<file path="src/rtl/config_arbiter.sv">
// Round-robin arbiter merging NUM_SRC configuration-flit sources into one registered output.
// Optional per-source accept counters are enabled with `define CONFIG_ARB_STATS_EN.

package config_arbiter_pkg;
    typedef struct packed {
        logic [7:0]  config_id;
        logic [31:0] payload;
    } config_flit_t;

    localparam logic [7:0] RATE_LIMIT_CONFIG_ID = 8'h2A;
endpackage

module config_arbiter
    import config_arbiter_pkg::*;
#(
    parameter int NUM_SRC = 2,
    parameter int SRC_W   = (NUM_SRC > 1) ? $clog2(NUM_SRC) : 1
`ifdef CONFIG_ARB_STATS_EN
    ,
    parameter int CNT_W   = 32
`endif
) (
    input  logic                            clk,
    input  logic                            rst,
    input  config_flit_t [NUM_SRC-1:0]      in_config_data,
    input  logic [NUM_SRC-1:0]              in_config_valid,
    output logic [NUM_SRC-1:0]              in_config_ready,
    output config_flit_t                    out_config_data,
    output logic                            out_config_valid,
    input  logic                            out_config_ready,
    output logic [SRC_W-1:0]                out_src_id
`ifdef CONFIG_ARB_STATS_EN
    ,
    input  logic                            stats_clear,
    output logic [NUM_SRC-1:0][CNT_W-1:0]   stats_cnt
`endif
);

    config_flit_t     data_q, data_d;
    logic             valid_q, valid_d;
    logic [SRC_W-1:0] id_q, id_d;
    logic [SRC_W-1:0] rr_ptr_q, rr_ptr_d;

    logic             load;
    logic             gnt_vld;
    logic [SRC_W-1:0] gnt_idx;
    logic             accept;

    // Circular search from rr_ptr: walking offsets high-to-low lets the
    // smallest offset with a valid request win.
    always_comb begin
        int               idx;
        logic [SRC_W-1:0] idx_w;
        idx     = 0;
        idx_w   = '0;
        gnt_vld = 1'b0;
        gnt_idx = '0;
        for (int k = NUM_SRC - 1; k >= 0; k--) begin
            idx   = (int'(rr_ptr_q) + k) % NUM_SRC;
            idx_w = SRC_W'(idx);
            if (in_config_valid[idx_w]) begin
                gnt_vld = 1'b1;
                gnt_idx = idx_w;
            end
        end
    end

    always_comb begin
        load            = !valid_q || out_config_ready;
        accept          = rst && load && gnt_vld;
        in_config_ready = '0;
        if (accept) in_config_ready[gnt_idx] = 1'b1;

        data_d   = data_q;
        valid_d  = valid_q;
        id_d     = id_q;
        rr_ptr_d = rr_ptr_q;
        if (load) begin
            valid_d = gnt_vld;
            if (gnt_vld) begin
                data_d   = in_config_data[gnt_idx];
                id_d     = gnt_idx;
                rr_ptr_d = SRC_W'((int'(gnt_idx) + 1) % NUM_SRC);
            end
        end
    end

    always_ff @(posedge clk) begin
        if (!rst) begin
            data_q   <= '0;
            valid_q  <= 1'b0;
            id_q     <= '0;
            rr_ptr_q <= '0;
        end else begin
            data_q   <= data_d;
            valid_q  <= valid_d;
            id_q     <= id_d;
            rr_ptr_q <= rr_ptr_d;
        end
    end

    assign out_config_data  = data_q;
    assign out_config_valid = valid_q;
    assign out_src_id       = id_q;

`ifdef CONFIG_ARB_STATS_EN
    logic [NUM_SRC-1:0][CNT_W-1:0] cnt_q, cnt_d;

    // Clear wins over a same-cycle accept; counters stick at all-ones.
    always_comb begin
        cnt_d = cnt_q;
        for (int i = 0; i < NUM_SRC; i++) begin
            if (stats_clear) begin
                cnt_d[i] = '0;
            end else if (accept && gnt_idx == SRC_W'(i) && cnt_q[i] != {CNT_W{1'b1}}) begin
                cnt_d[i] = cnt_q[i] + CNT_W'(1);
            end
        end
    end

    always_ff @(posedge clk) begin
        if (!rst) cnt_q <= '0;
        else      cnt_q <= cnt_d;
    end

    assign stats_cnt = cnt_q;
`endif

endmodule

</file>
<file path="config.mk">
export PLATFORM = sky130hd
export DESIGN_NAME = config_arbiter
export DESIGN_NICKNAME = d
export VERILOG_FILES = /design/src/rtl/config_arbiter.sv
export SDC_FILE = /design/constraint.sdc
export NUM_CORES = 1
export LEC_CHECK = 0
export BUFFER_PORTS_ARGS = -buffer_cell sky130_fd_sc_hd__buf_2
export CAP_MARGIN = 20
export CELL_PAD_IN_SITES_DETAIL_PLACEMENT = 1
export CELL_PAD_IN_SITES_GLOBAL_PLACEMENT = 2
export CORE_MARGIN = 2
export CORE_UTILIZATION = 24
export CTS_BUF_LIST = sky130_fd_sc_hd__clkbuf_4
export DETAILED_ROUTE_END_ITERATION = 8
export GPL_ROUTABILITY_DRIVEN = 0
export PLACE_DENSITY_LB_ADDON = 0.1
export SLEW_MARGIN = 20
export SYNTH_ARGS = -nofsm -noshare
export SYNTH_HDL_FRONTEND = slang
export SYNTH_SLANG_ARGS = --single-unit
</file>
<file path="constraint.sdc">
create_clock -name clk -period 1.7 [get_ports clk]
set_input_delay 0.34 -clock clk [delete_from_list [all_inputs] [get_ports clk]]
set_output_delay 0.34 -clock clk [all_outputs]
set_load 0.02 [all_outputs]
</file>
==> metrics.json, run 1 <==
{
  "die_y": {"value": 94.5, "unit": "microns"},
  "routed_via_count_divided_by_cell_count": {"value": 4.61},
  "tritoncts.num_buffers": {"value": 5},
  "multi_input_area": {"value": 748, "unit": "sq um"},
  "crit_path_top_delay_cell": {"value": "dfxtp_2"},
  "ys_seq_area_share": {"value": 43.8, "unit": "%"},
  "startpoint": {"value": "out_config_valid"},
  "tritoncts_num_sinks": {"value": 43},
  "postCtsHoldBufs": {"value": 0},
  "setup.worst_path.start_class": {"value": "flip-flop"},
  "drc": {"value": 0},
  "critPathMaxStageDelay": {"value": 350, "unit": "ps"},
  "total_power": {"value": 2.28, "unit": "mW"},
  "dp_hpwl": {"value": 4850, "unit": "microns"},
  "setup_repair_after_global_routing_missed_its_margin": {"value": "no"},
  "timing.setup.critical_path_class": {"value": "flip-flop to output port"},
  "syn2layout_area_growth": {"value": 44.4, "unit": "%"},
  "clock_tree.buffer_depth": {"value": 2},
  "ff2ff_path_depth": {"value": 3},
  "first_global_vias": {"value": 2310},
  "setup_violations_final": {"value": 0},
  "slew_limit_fails": {"value": 0},
  "wire_per_inst": {"value": 14.8, "unit": "microns"},
  "critPathMaxFanout": {"value": 4},
  "worst_r2r_startpoint": {"value": "out_config_valid"},
  "worst_hold_path_type": {"value": "input pin to flip-flop"},
  "layout.nets": {"value": 453},
  "die_w": {"value": 94.5, "unit": "microns"},
  "tritoncts_clock_tree": {"value": "built"},
  "synth_enable_flop_cells": {"value": 0},
  "cap_viol_max_count": {"value": 0},
  "pin_count": {"value": 129},
  "clk_transition_reported_paths": {"value": 140, "unit": "ps"},
  "cp_data_arrival_time": {"value": 1280, "unit": "ps"},
  "ant_nets": {"value": 0},
  "r2r_setup_slack": {"value": 200, "unit": "ps"},
  "vdd_drop_max": {"value": 0.000276, "unit": "V"},
  "register_area": {"value": 862, "unit": "sq um"},
  "power.density_cell_area": {"value": 804, "unit": "nW/um^2"},
  "htreeDepth": {"value": 2},
  "postSynthCellCount": {"value": 241},
  "ys_dominant_reg_cell": {"value": "dfxtp_1"},
  "netlist_top_cells_count": {"value": "inv_1, dfxtp_1, nand4_1"},
  "fin_worst_skew": {"value": 11.8, "unit": "ps"},
  "final.min_clock_period": {"value": 1620, "unit": "ps"},
  "tightest_slew": {"value": 659, "unit": "ps"},
  "synth_nets": {"value": 326},
  "finalSetupTns": {"value": 0, "unit": "ps"},
  "postSynth.asyncResetShare": {"value": 0, "unit": "%"},
  "timing.critical_path.to_type": {"value": "output port"},
  "yosysUniqueCellTypes": {"value": 20},
  "run_status": {"value": "finished clean"},
  "yosys.area.top_type_share": {"value": 43.8, "unit": "%"},
  "fmaxAchievable": {"value": 0.617, "unit": "GHz"},
  "groute.usage.overall": {"value": 15.8, "unit": "%"},
  "largest_net_degree_at_the_start_of_global_routing": {"value": 25},
  "layout.core_utilization": {"value": 36.1, "unit": "%"},
  "grt_antenna_before_repair": {"value": 0},
  "root_buffer": {"value": "clkbuf_4"},
  "reg2reg_to": {"value": "out_config_data[25]"},
  "placement_rows": {"value": 32},
  "power.leakage": {"value": 1.46, "unit": "nW"},
  "register_bit_total_from_synthesis": {"value": 43},
  "grt_first_pass_wirelength": {"value": 11000, "unit": "microns"},
  "synth.area.top_cells": {"value": "dfxtp_1, o221ai_1, inv_1"},
  "final-hold-violation-count": {"value": 0},
  "num_antenna_cells": {"value": 0},
  "min_period_over_period": {"value": 95.3, "unit": "%"},
  "grt.overflow.total": {"value": 0},
  "nFillCells": {"value": 1006},
  "post-synth-top-count-cell": {"value": "inv_1"},
  "netlist.top_cell.by_area": {"value": "dfxtp_1"},
  "totalWireLength": {"value": 6970, "unit": "microns"},
  "first_iter_violations": {"value": 33},
  "synthesis.area": {"value": 1960, "unit": "sq um"},
  "worstHoldPathCells": {"value": 3},
  "drt_pre_antenna_iters": {"value": 3},
  "yosys_warnings": {"value": 0},
  "die_area": {"value": 8920, "unit": "sq um"},
  "core": {"value": 7850, "unit": "sq um"},
  "hold_path.startpoint": {"value": "in_config_data[45]"},
  "hold-path-endpoint": {"value": "out_config_data[5]"},
  "slew_headroom": {"value": 55.9, "unit": "%"},
  "final_layout_size_suffix_gt1_share": {"value": 42.3, "unit": "%"},
  "clk-insertion-delay-late": {"value": 350, "unit": "ps"},
  "initial_utilization": {"value": 25.0, "unit": "%"},
  "route.vias.total": {"value": 2173},
  "numPortBuffers": {"value": 128},
  "syn_avg_cell_area": {"value": 8.15, "unit": "sq um"},
  "critical_path_required": {"value": 1360, "unit": "ps"},
  "path_cells": {"value": "buf_4 -> nand2b_4 -> and3_4 -> clkbuf_4"}
}
## worst max path at each step
stage | end | slack (ps) | cells after the start
final | in_config_ready[1] | 80 | 4
after global routing | in_config_ready[1] | 20 | 4
after CTS | in_config_ready[1] | 20 | 4
after detailed placement | out_config_data[25] | -220 | 4
after global placement | out_config_data[15] | -150 | 4
after floorplan | in_config_ready[0] | 310 | 5
## timing repair
action | 4_1_cts | 5_1_grt
pin swaps | 2 | 0
gates resized for setup | 2 | 5
endpoints found under the setup margin | 40 | 1
cloned | 1 | 0
buffers inserted | 1 | 0
## power breakdown
part | internal (mW) | leakage (nW) | switching [mW] | total (mW)
sequential | 1.10 | 0.356 | 0.0423 | 1.14
clock | 0.194 | 0.0361 | 0.349 | 0.543
combinational | 0.235 | 1.07 | 0.359 | 0.594
## cells in the final DEF (no fill, tap or decap)
master / count
buf_2: 127
inv_1: 80
nand4_1: 42
dfxtp_1: 42
o221ai_1: 38
buf_4: 13
clkbuf_4: 8
o21ai_0: 3
nand2b_4: 2
o21ai_4: 2
a31oi_1: 2
nand2_1: 1
nand4_4: 1
and2_1: 1
and3_4: 1
nor2b_1: 1
nor2_1: 1
a21oi_1: 1
o21bai_1: 1
clkinv_2: 1
dfxtp_2: 1
## kinds of logic (layout without fill, tap and decap cells)
group	Yosys count	count (layout)	synth area share, %
simple gates	50	50	16.0
compound gates	46	47	19.2
flops	43	43	43.8
buf+inv	102	229	21.0
## sequential cells by signal (all words and copies together), names as in the netlist
signal / cells
out_config_data: 40
out_config_valid: 1
out_src_id: 1
rr_ptr_q: 1
## stage by stage
step | instance area (sq um) | cells | hold slack (ps) | worst slack (ps)
floorplan | 1960 | 241 | 452 | 305
global placement | 2730 | 461 | 444 | -154
detailed placement | 2730 | 461 | 449 | -221
CTS | 2820 | 471 | 195 | 16.3
global route | 2840 | 471 | 210 | 17.8
finish | 2840 | 471 | 215 | 80.0
## layer usage
metal | wire length, microns | global-route usage, % | vias to the layer above
met5 | 0 | 0 | -
met4 | 60 | 3.99 | 0
met3 | 633 | 5.35 | 5
met2 | 3260 | 26.4 | 75
met1 | 3020 | 19.6 | 993
li1 | - | - | 1100
## layout make-up
class,count,area share [%]
Sequential cell,43,30.4
Multi-Input combinational cell,97,26.4
Timing Repair Buffer,141,26.1
Inverter,80,10.6
Tap cell,102,4.50
Clock buffer,7,1.85
Clock inverter,1,0.176
## critical path, delay by kind of cell (launching register included)
family                 cells  cell delay (ps)
DFF                        1              350
buffers and inverters      2              300
and+or+nand+nor            2              270
No activity file was read; power rests on OpenSTA's default activity.
==> inputs of run 2 (changes only) <==
--- a/config.mk
+++ b/config.mk
@@ -10,11 +10,12 @@
 export CELL_PAD_IN_SITES_DETAIL_PLACEMENT = 1
 export CELL_PAD_IN_SITES_GLOBAL_PLACEMENT = 2
 export CORE_MARGIN = 2
-export CORE_UTILIZATION = 24
+export CORE_UTILIZATION = 20
 export CTS_BUF_LIST = sky130_fd_sc_hd__clkbuf_4
 export DETAILED_ROUTE_END_ITERATION = 8
 export GPL_ROUTABILITY_DRIVEN = 0
 export PLACE_DENSITY_LB_ADDON = 0.1
+export SKIP_CTS_REPAIR_TIMING = 1
 export SLEW_MARGIN = 20
 export SYNTH_ARGS = -nofsm -noshare
 export SYNTH_HDL_FRONTEND = slang
==> constraint.sdc (replaced) <==
create_clock -name clk -period 1.3 [get_ports clk]
set_input_delay 0.26 -clock clk [delete_from_list [all_inputs] [get_ports clk]]
set_output_delay 0.26 -clock clk [all_outputs]
set_load 0.02 [all_outputs]
==> metrics.json, run 2 (same netlist as run 1, synthesis figures left out) <==
{
  "slew_limit_fails": {"value": 0, "change": "unchanged"},
  "grt_util_met2": {"value": 23.4, "unit": "%", "change": "-3.0 points"},
  "layout.core_utilization": {"value": 31.7, "unit": "%", "change": "-4.4 points"},
  "post-place-cells": {"value": 497, "change": "+7.8%"},
  "run_status": {"value": "finished, violations left"},
  "first_global_vias": {"value": 2223, "change": "-3.8%"},
  "core": {"value": 9640, "unit": "sq um", "change": "+23%"},
  "clock_tree.buffer_depth": {"value": 2, "change": "unchanged"},
  "dpl_cell_area": {"value": 2860, "unit": "sq um", "change": "+4.8%"},
  "worst_slack": {"value": -110, "unit": "ps", "change": "-190 ps"},
  "root_buffer": {"value": "clkbuf_4"},
  "tritoncts_clock_tree": {"value": "built"},
  "critical_path_required": {"value": 1040, "unit": "ps", "change": "-320 ps"},
  "path_cells": {"value": "nand2b_4 -> and3_4 -> buf_6"},
  "failed_checks": {"value": "setup timing"},
  "final.min_clock_period": {"value": 1410, "unit": "ps"},
  "tightest_slew": {"value": 269, "unit": "ps", "change": "-390 ps"},
  "cp_top_family": {"value": "flip-flops"},
  "critPathMaxStageDelay": {"value": 370, "unit": "ps", "change": "+20 ps"},
  "worst_hold_path_type": {"value": "input pin to flip-flop"},
  "setup.worst_path.start_class": {"value": "flip-flop"},
  "wire_per_inst": {"value": 14.6, "unit": "microns", "change": "-1.6%"},
  "finish.cell_count_without_fillers": {"value": 512, "change": "+8.7%"},
  "met3_usage": {"value": 4.14, "unit": "%", "change": "-1.2 points"},
  "nFillCells": {"value": 1197, "change": "+19%"},
  "drt_pre_antenna_iters": {"value": 2, "change": "-1"},
  "num_antenna_cells": {"value": 0, "change": "unchanged"},
  "worst_hold_margin": {"value": 130, "unit": "ps", "change": "-85.1 ps"},
  "clk-insertion-delay-late": {"value": 350, "unit": "ps", "change": "about the same"},
  "tritoncts_num_sinks": {"value": 43, "change": "unchanged"},
  "largest_net_degree_at_the_start_of_global_routing": {"value": 23, "change": "-8.0%"},
  "first_iter_violations": {"value": 12, "change": "-64%"},
  "ant_nets": {"value": 0, "change": "unchanged"},
  "die_area": {"value": 10600, "unit": "sq um", "change": "+19%"},
  "syn2layout_area_growth": {"value": 55.7, "unit": "%"},
  "grt_first_pass_wirelength": {"value": 10800, "unit": "microns", "change": "-1.9%"},
  "crit_path_top_delay_cell": {"value": "dfxtp_2"},
  "setup_violations_final": {"value": 6, "change": "+6"},
  "timing.setup.critical_path_class": {"value": "flip-flop to output port"},
  "placement_rows": {"value": 36, "change": "+13%"},
  "power.leakage": {"value": 1.56, "unit": "nW", "change": "+6.7%"},
  "grt_util_met1": {"value": 15.7, "unit": "%", "change": "-3.8 points"},
  "most-common-layout-cells": {"value": "buf_2, inv_1, nand4_1"},
  "fmaxAchievable": {"value": 0.709, "unit": "GHz"},
  "grt.overflow.total": {"value": 0, "change": "unchanged"},
  "vdd_drop_max": {"value": 0.000263, "unit": "V", "change": "-4.7%"},
  "layout.nets": {"value": 463, "change": "+2.2%"},
  "die_w": {"value": 103, "unit": "microns", "change": "+9.1%"},
  "groute.usage.overall": {"value": 13.3, "unit": "%", "change": "-2.5 points"},
  "cap_viol_max_count": {"value": 0, "change": "unchanged"},
  "slew_headroom": {"value": 82.1, "unit": "%", "change": "+26 points"},
  "die_y": {"value": 103, "unit": "microns", "change": "+9.1%"},
  "initial_utilization": {"value": 20.4, "unit": "%", "change": "-4.7 points"},
  "timing.critical_path.to_type": {"value": "output port"},
  "mostFrequentLayoutCell": {"value": "buf_2"},
  "globalRoute.busiestLayer": {"value": "met2"},
  "route.vias.total": {"value": 2195, "change": "+1.0%"},
  "tritoncts.num_buffers": {"value": 5, "change": "unchanged"},
  "htreeDepth": {"value": 2, "change": "unchanged"},
  "drc": {"value": 0, "change": "unchanged"},
  "dp_hpwl": {"value": 5370, "unit": "microns", "change": "+11%"},
  "setup_repair_after_global_routing_missed_its_margin": {"value": "yes"},
  "pin_count": {"value": 129, "change": "unchanged"},
  "place_worst_setup_slack": {"value": 12.9, "unit": "ps", "change": "+233 ps"},
  "final-hold-violation-count": {"value": 0, "change": "unchanged"},
  "min_period_over_period": {"value": 108, "unit": "%"},
  "power.density_cell_area": {"value": 990, "unit": "nW/um^2", "change": "+23%"},
  "fin_worst_skew": {"value": 15.2, "unit": "ps", "change": "+3.42 ps"},
  "cp_data_arrival_time": {"value": 1150, "unit": "ps", "change": "-130 ps"},
  "totalWireLength": {"value": 7450, "unit": "microns", "change": "+7.0%"},
  "routed_via_count_divided_by_cell_count": {"value": 4.29, "change": "-7.1%"},
  "numPortBuffers": {"value": 128, "change": "unchanged"},
  "cp.buffers_inverters": {"value": 1, "change": "-1"},
  "grt_antenna_before_repair": {"value": 0, "change": "unchanged"},
  "final_layout_size_suffix_gt1_share": {"value": 43.8, "unit": "%", "change": "+1.5 points"},
  "critPathMaxFanout": {"value": 6, "change": "+2"},
  "largest_register_ffs": {"value": 40, "change": "unchanged"},
  "design_area": {"value": 3060, "unit": "sq um", "change": "+7.9%"},
  "clk_transition_reported_paths": {"value": 140, "unit": "ps", "change": "about the same"}
}
[run 2: per-stage QoR]
step	power, mW	TNS (ps)
after floorplan	1.94	0
after global placement	2.33	0
after detailed placement	2.33	0
after CTS	3.03	-607
after global routing	3.22	-1590
final	3.03	-237
[run 2: report_power, final]
part | total [mW] | internal, mW | switching [mW]
Sequential | 1.49 | 1.44 | 0.0568
Clock | 0.673 | 0.223 | 0.450
Combinational | 0.860 | 0.375 | 0.486
Total | 3.03 | 2.03 | 0.993
[run 2: worst paths after layout]
kind,start,end,slack (ps),cells past startpoint
max,out_config_valid,in_config_ready[1],-110,3
min,in_config_data[61],out_config_data[21],130,3
max reg2reg,out_config_valid,out_config_data[11],-10,6
min reg2reg,out_src_id,out_src_id,470,2
[run 2: routing by layer]
metal / part of all wire, % / vias to the layer above
li1: - / 1118
met1: 43 / 992
met2: 49 / 78
met3: 6.9 / 7
met4: 1.1 / 0
met5: 0 / -
[run 2: layout make-up]
cell class              count  area [sq um]  area share, %
inverters                  80           300           9.82
multi-input cells          96           734           24.0
repair buffers            152           942           30.8
clock buffers               6          45.0           1.47
well taps                 133           166           5.44
flip-flops and latches     43           863           28.2
clock inverters             2          7.51          0.245
[run 2: tightest hold or removal path: stages]
cell,delay [ps]
buf_2,70
nand4_1,60
o221ai_1,60
==> inputs of run 3 (changes only) <==
--- a/config.mk
+++ b/config.mk
@@ -5,12 +5,13 @@
 export SDC_FILE = /design/constraint.sdc
 export NUM_CORES = 1
 export LEC_CHECK = 0
+export ABC_AREA = 1
 export BUFFER_PORTS_ARGS = -buffer_cell sky130_fd_sc_hd__buf_2
 export CAP_MARGIN = 20
 export CELL_PAD_IN_SITES_DETAIL_PLACEMENT = 1
 export CELL_PAD_IN_SITES_GLOBAL_PLACEMENT = 2
 export CORE_MARGIN = 2
-export CORE_UTILIZATION = 20
+export CORE_UTILIZATION = 19
 export CTS_BUF_LIST = sky130_fd_sc_hd__clkbuf_4
 export DETAILED_ROUTE_END_ITERATION = 8
 export GPL_ROUTABILITY_DRIVEN = 0
==> metrics.json, run 3 <==
{
  "wire_per_inst": {"value": 14.5, "unit": "microns", "change": "-0.37%"},
  "drt_pre_antenna_iters": {"value": 4, "change": "+2"},
  "yosysUniqueCellTypes": {"value": 17, "change": "-15%"},
  "slew_headroom": {"value": 83.2, "unit": "%", "change": "+1.1 points"},
  "place_worst_setup_slack": {"value": 10.3, "unit": "ps", "change": "-2.66 ps"},
  "cp_top_family": {"value": "flip-flops"},
  "final_layout_size_suffix_gt1_share": {"value": 44.9, "unit": "%", "change": "+1.1 points"},
  "core": {"value": 10400, "unit": "sq um", "change": "+7.6%"},
  "power.leakage": {"value": 1.70, "unit": "nW", "change": "+8.8%"},
  "post-synth-top-count-cell": {"value": "nand2_1"},
  "ff2ff_path_depth": {"value": 10, "change": "+4"},
  "tightest_slew": {"value": 252, "unit": "ps", "change": "-16.5 ps"},
  "ys_dominant_reg_cell": {"value": "dfxtp_1"},
  "route.vias.total": {"value": 2469, "change": "+12%"},
  "die_y": {"value": 108, "unit": "microns", "change": "+4.5%"},
  "tritoncts.num_buffers": {"value": 5, "change": "unchanged"},
  "critPathMaxFanout": {"value": 3, "change": "-3"},
  "num_antenna_cells": {"value": 0, "change": "unchanged"},
  "grt_antenna_before_repair": {"value": 0, "change": "unchanged"},
  "root_buffer": {"value": "clkbuf_4"},
  "grt.overflow.total": {"value": 0, "change": "unchanged"},
  "syn2layout_area_growth": {"value": 56.9, "unit": "%"},
  "fmaxAchievable": {"value": 0.646, "unit": "GHz", "change": "-8.9%"},
  "pin_count": {"value": 129, "change": "unchanged"},
  "min_period_over_period": {"value": 119, "unit": "%", "change": "+11 points"},
  "clk_transition_reported_paths": {"value": 130, "unit": "ps", "change": "about the same"},
  "reg2reg_to": {"value": "out_config_data[21]"},
  "layout.nets": {"value": 512, "change": "+11%"},
  "postSynthCellCount": {"value": 288, "change": "+20%"},
  "cp_data_arrival_time": {"value": 1290, "unit": "ps", "change": "+140 ps"},
  "path_cells": {"value": "inv_2 -> nor2_4 -> buf_6 -> nor2_4 -> nand2_2 -> inv_2 -> buf_6"},
  "netlist.top_cell.by_area": {"value": "dfxtp_1"},
  "crit_path_top_delay_cell": {"value": "dfxtp_2"},
  "worstHoldPathCells": {"value": 3, "change": "unchanged"},
  "failed_checks": {"value": "setup timing"},
  "clock_tree.buffer_depth": {"value": 2, "change": "unchanged"},
  "most-common-layout-cells": {"value": "buf_2, nand2_1, nand3_1"},
  "synth_enable_flop_cells": {"value": 0, "change": "unchanged"},
  "yosys_warnings": {"value": 0, "change": "unchanged"},
  "critPathMaxStageDelay": {"value": 360, "unit": "ps", "change": "about the same"},
  "worst_slack": {"value": -247, "unit": "ps", "change": "-137 ps"},
  "finish.cell_count_without_fillers": {"value": 564, "change": "+10%"},
  "setup_repair_after_global_routing_missed_its_margin": {"value": "yes"},
  "totalWireLength": {"value": 8180, "unit": "microns", "change": "+9.8%"},
  "routed_via_count_divided_by_cell_count": {"value": 4.38, "change": "+2.1%"},
  "multi_input_area": {"value": 1070, "unit": "sq um", "change": "+45%"},
  "hold_path.startpoint": {"value": "in_config_data[15]"},
  "synth_nets": {"value": 373, "change": "+14%"},
  "tritoncts_clock_tree": {"value": "built"},
  "slew_limit_fails": {"value": 0, "change": "unchanged"},
  "die_w": {"value": 108, "unit": "microns", "change": "+4.5%"},
  "largest_net_degree_at_the_start_of_global_routing": {"value": 46, "change": "+100%"},
  "ant_nets": {"value": 0, "change": "unchanged"},
  "timing.critical_path.to_type": {"value": "output port"},
  "first_iter_violations": {"value": 65, "change": "+53"},
  "mostFrequentLayoutCell": {"value": "buf_2"},
  "initial_utilization": {"value": 19.7, "unit": "%", "change": "-0.66 points"},
  "cap_viol_max_count": {"value": 0, "change": "unchanged"},
  "power.density_cell_area": {"value": 1130, "unit": "nW/um^2", "change": "+14%"},
  "ys_seq_area_share": {"value": 42.1, "unit": "%", "change": "-1.7 points"},
  "worst_hold_path_type": {"value": "input pin to flip-flop"},
  "finalSetupTns": {"value": -433, "unit": "ps", "change": "-196 ps"},
  "post-place-cells": {"value": 548, "change": "+10%"},
  "postSynth.asyncResetShare": {"value": 0, "unit": "%", "change": "unchanged"},
  "hold-path-endpoint": {"value": "out_config_data[15]"},
  "tritoncts_num_sinks": {"value": 43, "change": "unchanged"},
  "r2r_setup_slack": {"value": 60, "unit": "ps", "change": "+70 ps"},
  "largest_register_ffs": {"value": 40, "change": "unchanged"},
  "run_status": {"value": "finished, violations left"},
  "dp_hpwl": {"value": 5970, "unit": "microns", "change": "+11%"},
  "cp.buffers_inverters": {"value": 4, "change": "+3"},
  "netlist_top_cells_count": {"value": "nand2_1, nand3_1, dfxtp_1"},
  "worst_hold_margin": {"value": 87.6, "unit": "ps", "change": "-42.4 ps"},
  "synth.area.top_cells": {"value": "dfxtp_1, nand3_1, nand2_1"},
  "die_area": {"value": 11600, "unit": "sq um", "change": "+9.2%"},
  "critical_path_required": {"value": 1040, "unit": "ps", "change": "about the same"},
  "register_bit_total_from_synthesis": {"value": 43, "change": "unchanged"},
  "clk-insertion-delay-late": {"value": 370, "unit": "ps", "change": "+20 ps"},
  "grt_first_pass_wirelength": {"value": 12500, "unit": "microns", "change": "+16%"},
  "worst_r2r_startpoint": {"value": "rr_ptr_q"},
  "design_area": {"value": 3210, "unit": "sq um", "change": "+4.8%"},
  "fin_worst_skew": {"value": 13.9, "unit": "ps", "change": "-1.37 ps"},
  "numPortBuffers": {"value": 128, "change": "unchanged"},
  "syn_avg_cell_area": {"value": 7.10, "unit": "sq um", "change": "-13%"},
  "first_global_vias": {"value": 2548, "change": "+15%"},
  "final.min_clock_period": {"value": 1550, "unit": "ps", "change": "+137 ps"},
  "final-hold-violation-count": {"value": 0, "change": "unchanged"},
  "setup.worst_path.start_class": {"value": "flip-flop"},
  "drc": {"value": 0, "change": "unchanged"},
  "vdd_drop_max": {"value": 0.000546, "unit": "V", "change": "+110%"},
  "synthesis.area": {"value": 2040, "unit": "sq um", "change": "+4.1%"},
  "dpl_cell_area": {"value": 2910, "unit": "sq um", "change": "+1.8%"},
  "placement_rows": {"value": 37, "change": "+2.8%"},
  "groute.usage.overall": {"value": 13.7, "unit": "%", "change": "+0.48 points"},
  "htreeDepth": {"value": 2, "change": "unchanged"},
  "setup_violations_final": {"value": 2, "change": "-4"},
  "yosys.area.top_type_share": {"value": 42.1, "unit": "%", "change": "-1.7 points"},
  "nFillCells": {"value": 1322, "change": "+10%"},
  "timing.setup.critical_path_class": {"value": "flip-flop to output port"},
  "register_area": {"value": 863, "unit": "sq um", "change": "unchanged"}
}
## run 3: how the worst max path moves through the flow
stage / startpoint / depth (start not counted) / slack (ps) / end
final: out_config_valid / 7 / -250 / in_config_ready[1]
after global routing: out_config_valid / 7 / -330 / in_config_ready[1]
after CTS: rr_ptr_q / 7 / -380 / in_config_ready[1]
after detailed placement: in_config_valid[0] / 9 / 10 / out_config_data[19]
after global placement: out_config_ready / 9 / 20 / out_config_data[31]
after floorplan: rr_ptr_q / 8 / 6 / in_config_ready[1]
## run 3: final cells by class
| cell class | instances | share of cell area (%) |
|---|---|---|
| Timing Repair Buffer | 156 | 30.7 |
| Sequential cell | 43 | 26.9 |
| Tap cell | 136 | 5.31 |
| Clock inverter | 3 | 1.21 |
| Clock buffer | 5 | 1.17 |
| Inverter | 11 | 1.37 |
| Multi-Input combinational cell | 210 | 33.3 |
## run 3: logic make-up (layout without fill, tap and decap cells)
logic type | count (synthesis) | after routing | share of synthesized area, %
buffers and inverters | 35 | 175 | 9.24
DFF | 43 | 43 | 42.1
AOI/OAI and AO/OA | 4 | 4 | 0.979
and+or+nand+nor | 206 | 206 | 47.7
## run 3: metrics by stage
step | util, % | total power [mW]
4_1_cts | 28.8 | 3.57
2_1_floorplan | - | 2.17
6_report | 30.9 | 3.62
3_5_place_dp | 28.0 | 2.64
5_1_grt | 30.9 | 3.86
3_3_place_gp | 28.0 | 2.63
## run 3: where the power goes
part           leakage [nW]  switching [mW]  internal [mW]  total, mW
Combinational          1.30           0.689          0.501       1.19
Clock                0.0426           0.488          0.397      0.884
Sequential            0.357          0.0789           1.47       1.55
Total                  1.70            1.26           2.37       3.62
## run 3: worst register-to-register path, cell delays in order (launching register included)
cell       delay [ps]
dfxtp_2           360
inv_2              60
nand2_4            70
nand3_4           100
buf_6             120
nand2_8            80
clkbuf_16         170
nand2_1            50
nand2_1            50
nand2_1            50
nand2_1            40
## run 3: metal layers
layer / GRT usage, % / part of all wire (%) / up-vias
met1: 16.9 / 44 / 1126
met2: 22.9 / 46 / 91
met3: 4.60 / 8.7 / 7
met4: 3.57 / 0.90 / 0
met5: 0 / 0 / -
li1: - / - / 1245
